--- src/rtl/irrigation_countdown_timer.sv ---
// -----------------------------------------------------------------------------
// irrigation_countdown_timer
// Loadable down-counter that times one watering cycle. A start pulse loads
// the duration, valve_on is held while the cycle runs or is paused, and every
// PRESCALE accepted tick_en strobes remove one unit from count. A one-cycle
// done pulse marks natural completion. Edge priority: abort > start > pause >
// tick_en.
//
// Optional feature macro: IRRIGATION_TIMER_AUTO_RELOAD_EN
//   When defined, the duration accepted with start is stored, and each
//   completion reloads it while staying in RUN (done still pulses), until abort.
//
// Ports:
//   clk       in   system clock, rising edge
//   reset     in   asynchronous active-low reset
//   start     in   load duration and begin a cycle (pulse)
//   duration  in   cycle length in decrements, sampled with start
//   tick_en   in   timebase strobe, one clk wide
//   pause     in   level, freezes timing while high
//   abort     in   pulse, terminates the cycle at once
//   count     out  remaining decrements
//   valve_on  out  high while RUN or PAUSE
//   busy      out  high while RUN or PAUSE
//   done      out  one-cycle pulse on natural completion
//   state     out  IDLE=00, RUN=01, PAUSE=10, DONE=11
// -----------------------------------------------------------------------------
module irrigation_countdown_timer #(
  parameter int WIDTH    = 8,
  parameter int PRESCALE = 1
) (
  input  logic             clk,
  input  logic             reset,
  input  logic             start,
  input  logic [WIDTH-1:0] duration,
  input  logic             tick_en,
  input  logic             pause,
  input  logic             abort,
  output logic [WIDTH-1:0] count,
  output logic             valve_on,
  output logic             busy,
  output logic             done,
  output logic [1:0]       state
);

  localparam int PW = (PRESCALE > 1) ? $clog2(PRESCALE) : 1;
  localparam logic [PW-1:0] PRESC_LAST = PW'(PRESCALE - 1);

  typedef enum logic [1:0] {
    S_IDLE  = 2'b00,
    S_RUN   = 2'b01,
    S_PAUSE = 2'b10,
    S_DONE  = 2'b11
  } state_t;

  state_t           r_state;
  logic [WIDTH-1:0] r_count;
  logic [PW-1:0]    r_presc;
  logic             r_valve;
  logic             r_busy;
  logic             r_done;

  state_t           w_state_nxt;
  logic [WIDTH-1:0] w_count_nxt;
  logic [PW-1:0]    w_presc_nxt;
  logic             w_done_nxt;
  logic             w_active_nxt;

`ifdef IRRIGATION_TIMER_AUTO_RELOAD_EN
  logic [WIDTH-1:0] r_reload;
  logic [WIDTH-1:0] w_reload_nxt;
`endif

  // Next-state, next-count and next-prescaler decode for every state.
  always_comb begin
    w_state_nxt = r_state;
    w_count_nxt = r_count;
    w_presc_nxt = r_presc;
    w_done_nxt  = 1'b0;
`ifdef IRRIGATION_TIMER_AUTO_RELOAD_EN
    w_reload_nxt = r_reload;
`endif
    case (r_state)
      // DONE accepts a new start exactly like IDLE does.
      S_IDLE, S_DONE: begin
        if (abort) begin
          w_state_nxt = S_IDLE;
          w_count_nxt = {WIDTH{1'b0}};
          w_presc_nxt = {PW{1'b0}};
        end else if (start) begin
          w_presc_nxt = {PW{1'b0}};
`ifdef IRRIGATION_TIMER_AUTO_RELOAD_EN
          w_reload_nxt = duration;
`endif
          if (duration != {WIDTH{1'b0}}) begin
            w_state_nxt = S_RUN;
            w_count_nxt = duration;
          end else begin
            // Zero-length cycle completes at once; the valve never opens.
            w_state_nxt = S_DONE;
            w_count_nxt = {WIDTH{1'b0}};
            w_done_nxt  = 1'b1;
          end
        end else begin
          w_state_nxt = S_IDLE;
        end
      end
      S_RUN: begin
        if (abort) begin
          w_state_nxt = S_IDLE;
          w_count_nxt = {WIDTH{1'b0}};
          w_presc_nxt = {PW{1'b0}};
        end else if (pause) begin
          // A tick arriving with pause is dropped.
          w_state_nxt = S_PAUSE;
        end else if (tick_en) begin
          if (r_presc == PRESC_LAST) begin
            w_presc_nxt = {PW{1'b0}};
            // <= 1 also guards against an underflow from a zero count.
            if (r_count <= WIDTH'(1)) begin
              w_done_nxt = 1'b1;
`ifdef IRRIGATION_TIMER_AUTO_RELOAD_EN
              if (r_reload != {WIDTH{1'b0}}) begin
                w_state_nxt = S_RUN;
                w_count_nxt = r_reload;
              end else begin
                w_state_nxt = S_DONE;
                w_count_nxt = {WIDTH{1'b0}};
              end
`else
              w_state_nxt = S_DONE;
              w_count_nxt = {WIDTH{1'b0}};
`endif
            end else begin
              w_count_nxt = r_count - WIDTH'(1);
            end
          end else begin
            w_presc_nxt = r_presc + PW'(1);
          end
        end else begin
          w_state_nxt = S_RUN;
        end
      end
      S_PAUSE: begin
        if (abort) begin
          w_state_nxt = S_IDLE;
          w_count_nxt = {WIDTH{1'b0}};
          w_presc_nxt = {PW{1'b0}};
        end else if (!pause) begin
          w_state_nxt = S_RUN;
        end else begin
          w_state_nxt = S_PAUSE;
        end
      end
      default: begin
        w_state_nxt = S_IDLE;
        w_count_nxt = {WIDTH{1'b0}};
        w_presc_nxt = {PW{1'b0}};
      end
    endcase
    w_active_nxt = (w_state_nxt == S_RUN) || (w_state_nxt == S_PAUSE);
  end

  // State and output registers; reset closes the valve without a clock.
  always_ff @(posedge clk or negedge reset) begin
    if (!reset) begin
      r_state <= S_IDLE;
      r_count <= {WIDTH{1'b0}};
      r_presc <= {PW{1'b0}};
      r_valve <= 1'b0;
      r_busy  <= 1'b0;
      r_done  <= 1'b0;
    end else begin
      r_state <= w_state_nxt;
      r_count <= w_count_nxt;
      r_presc <= w_presc_nxt;
      r_valve <= w_active_nxt;
      r_busy  <= w_active_nxt;
      r_done  <= w_done_nxt;
    end
  end

`ifdef IRRIGATION_TIMER_AUTO_RELOAD_EN
  // Stored duration used for reloading at each completion.
  always_ff @(posedge clk or negedge reset) begin
    if (!reset) begin
      r_reload <= {WIDTH{1'b0}};
    end else begin
      r_reload <= w_reload_nxt;
    end
  end
`endif

  assign count    = r_count;
  assign valve_on = r_valve;
  assign busy     = r_busy;
  assign done     = r_done;
  assign state    = r_state;

endmodule
--- config.mk ---
export PLATFORM = sky130hd
export DESIGN_NAME = irrigation_countdown_timer
export DESIGN_NICKNAME = d
export VERILOG_FILES = /design/src/rtl/irrigation_countdown_timer.sv
export SDC_FILE = /design/constraint.sdc
export NUM_CORES = 1
export LEC_CHECK = 0
export CAP_MARGIN = 20
export CORE_ASPECT_RATIO = 0.75
export CORE_MARGIN = 3
export CORE_UTILIZATION = 36
export DETAILED_ROUTE_END_ITERATION = 6
export SLEW_MARGIN = 20
export SYNTH_ARGS = -nofsm -noshare
export SYNTH_HDL_FRONTEND = slang
export SYNTH_SLANG_ARGS = --single-unit
--- constraint.sdc ---
create_clock -name clk -period 2.5 [get_ports clk]
set_input_delay 0.5 -clock clk [delete_from_list [all_inputs] [get_ports clk]]
set_output_delay 0.5 -clock clk [all_outputs]
set_load 0.05 [all_outputs]
==> out/results.tsv <==
stage	metric	value	unit
run_status	status	finished, final reports clean	
timing	timing.slew.headroom	0.618	
logic_synthesis	synth.distinct_cells	45	
power	powerDensity	539	mW/mm^2
clock_tree	htree_levels	1	
logic_synthesis	synth.area.top_cells	dfrtp_1 32%, ha_1 6.7%, nor3_1 3.7%, inv_1 3.6%, o32ai_4 2.9%	
logic_synthesis	synth-async-reset-ratio	1.00	
timing	tns	0	ns
final_layout	multi_input_area	581	sq um
route	drt-total-wl	2490	um
timing	fin_crit_sh	0.853	
floorplan	die_h	50.1	um
logic_synthesis	yosysWarnings	0	
setup_path	cp_max_fo	8	
clock_tree	cts_inserted_buffers	3	
floorplan	die_area	0.00325	sq mm
logic_synthesis	dominantRegCellSynth	dfrtp_1	
clock_tree	cts_setup_buffers	0	
final_layout	final_nets	151	
min_path	min_path_type	in -> async	
logic_synthesis	synth-seq-cells	12	
logic_synthesis	yosys.area.top_type	dfrtp_1	
grt	track_usage	0.166	
timing	clock.fmax	0.469	GHz
final_layout	drive_above_1_share	0.153	
timing	rsz0062_at_grt	no	
clock_tree	cts_tree	built	
route	vias	925	
setup_path	critPathKind	reg -> out	
setup_path	end_kind	primary output	
floorplan	coreArea	0.00238	sq mm
setup_path	max_stage_delay	0.85	ns
timing	finalSetupViolCount	0	
route	first_pass_iters	4	
clock_tree	holdBufCountCts	0	
clock_tree	insertion_delay	0.29	ns
floorplan	rows	15	
setup_path	path_buf_inv	1	
setup_path	critPathTopFamily	buffers and inverters	
route	wl_per_cell	15.1	um
final_layout	antenna_cells	0	
floorplan	die_w	64.8	um
grt	grt_pass1_wl	4120	um
place	io_buffers	26	
grt	grt_max_degree	14	
floorplan	start_util	0.392	
setup_path	crit_slowest_cell	clkdlybuf4s50_1	
timing	drv_slew	0	
final_layout	stdcell_area	0.00129	sq mm
route	vias_per_cell	5.61	
logic_synthesis	avgSynthCellArea	9.35	sq um
timing	skew	0.00817	ns
logic_synthesis	synth_edf_count	0	
power	p_leak	0.520	nW
final_layout	fillCellCount	228	
logic_synthesis	syn_nets	119	
clock_tree	clkTransAtPathRegs	0.09	ns
timing	period_needed	2.13	ns
floorplan	ios	27	
logic_synthesis	synth.most_common_cell	dfrtp_1	
logic_synthesis	synth_top_area_frac	0.321	
setup_path	startpoint_type	register	
final_layout	synthToLayoutAreaGrowth	38.2	%
setup_path	crit_required	2.00	ns
route	detail-route-antenna-nets	0	
grt	gr-total-overflow	0	
route	drtIter0Drc	88	
clock_tree	cts_sinks	12	
final_layout	seqCellArea	300	sq um
logic_synthesis	synthCells	100	
clock_tree	ctsResizeCount	0	
route	drc	0	
logic_synthesis	yosys-top-cells-count	12 x dfrtp_1, 9 x inv_1, 7 x nor3_1	
place	place_congestion	0.804	
setup_path	crit_chain	clkdlybuf4s50_1	
flow_run	maxCapViolCount	0	
timing	tightest_slew	0.571	ns
place	dpl_cell_area	0.00125	sq mm
clock_tree	ctsLongestPathBuffers	2	
grt	grt_pass1_vias	822	
timing	finalHoldViolCount	0	
setup_path	worstPathArrival	1.63	ns
logic_synthesis	syn_area	935	sq um
clock_tree	cts_root_buf	clkbuf_4	
logic_synthesis	synth_seq_area_share	0.321	
power	peakVddDrop	0.000246	V
grt	antenna_found_initial	0	
place	hpwlAfterDp	1930	um
-- stage by stage --
| stage | hold slack (ns) | utilization | total power, W | instances | worst slack (ns) |
|---|---|---|---|---|---|
| finish | 0.559 | 0.542 | 0.000696 | 165 | 0.369 |
| global route | 0.608 | 0.542 | 0.000740 | 165 | 0.291 |
| CTS | 0.559 | 0.542 | 0.000702 | 165 | 0.356 |
| detailed placement | 0.539 | 0.527 | 0.000531 | 161 | 0.284 |
| global placement | 0.539 | 0.527 | 0.000530 | 161 | 0.309 |
| floorplan | 0.204 | - | 0.000431 | 100 | 0.149 |
-- where the power goes --
part / switching (W) / total (W) / internal (W)
clock: 0.0000789 / 0.000168 / 0.0000889
sequential: 0.0000217 / 0.000231 / 0.000209
combinational: 0.000172 / 0.000298 / 0.000125
-- registers in the layout, summed over array words and instances (netlist names) --
register  cells
busy          1
done          1
count         8
state         2
-- worst paths after layout --
path	from	end	slack, ns	cells past startpoint
worst min register to register	count[6]$_DFFE_PN0P_	count[6]$_DFFE_PN0P_	0.56	1
worst min-delay path	reset	count[3]$_DFFE_PN0P_	0.56	1
worst max-delay path	count[4]$_DFFE_PN0P_	count[4]	0.37	1
worst max register to register	state[0]$_DFF_PN0_	count[4]$_DFFE_PN0P_	0.41	6
min in group clk	count[6]$_DFFE_PN0P_	count[6]$_DFFE_PN0P_	0.56	1
max in group asynchronous	reset	state[1]$_DFF_PN0_	1.55	1
-- logic make-up after synthesis --
| family | synth area share |
|---|---|
| flip-flops | 0.321 |
| buffers and inverters | 0.0576 |
| AO/OA/AOI/OAI | 0.316 |
| adder cells (fa/ha/maj) | 0.0669 |
| AND/OR/NAND/NOR | 0.229 |
| XOR/XNOR | 0.00937 |
-- cell usage in the layout (no fill, tap or decap), types with 2 or more instances in the layout --
cell | synthesis | layout
dfrtp_1 | 12 | 12
buf_4 | 1 | 5
o22ai_1 | 4 | 4
o2bb2ai_1 | 2 | 2
nor2_1 | 4 | 4
nor2b_1 | 2 | 2
a211oi_1 | 3 | 3
or2_2 | 2 | 2
ha_1 | 5 | 5
nor3_1 | 7 | 7
or3b_2 | 2 | 2
nand2_1 | 6 | 6
nand2b_1 | 2 | 2
clkbuf_4 | 0 | 3
a22oi_1 | 2 | 2
a21oi_1 | 3 | 3
inv_1 | 9 | 9
o21ai_0 | 2 | 2
clkdlybuf4s50_1 | 0 | 26
o311a_1 | 2 | 2
nor4_1 | 2 | 2
o31ai_1 | 2 | 2
-- final cells by class --
cell class	count	share of cell area
well taps	34	0.0329
repair buffers	31	0.231
clock buffers	4	0.0281
flip-flops and latches	12	0.233
inverters	9	0.0262
multi-input cells	75	0.450
-- layer usage --
layer  track usage  wire length [um]  vias to the layer above
met1         0.235              1250                      432
met2         0.236              1050                       30
met4        0.0421                12                        0
li1              -                 -                      461
met5             0                 0                        -
met3        0.0615               181                        2
Note: power is estimated with default switching activity, not from simulation.
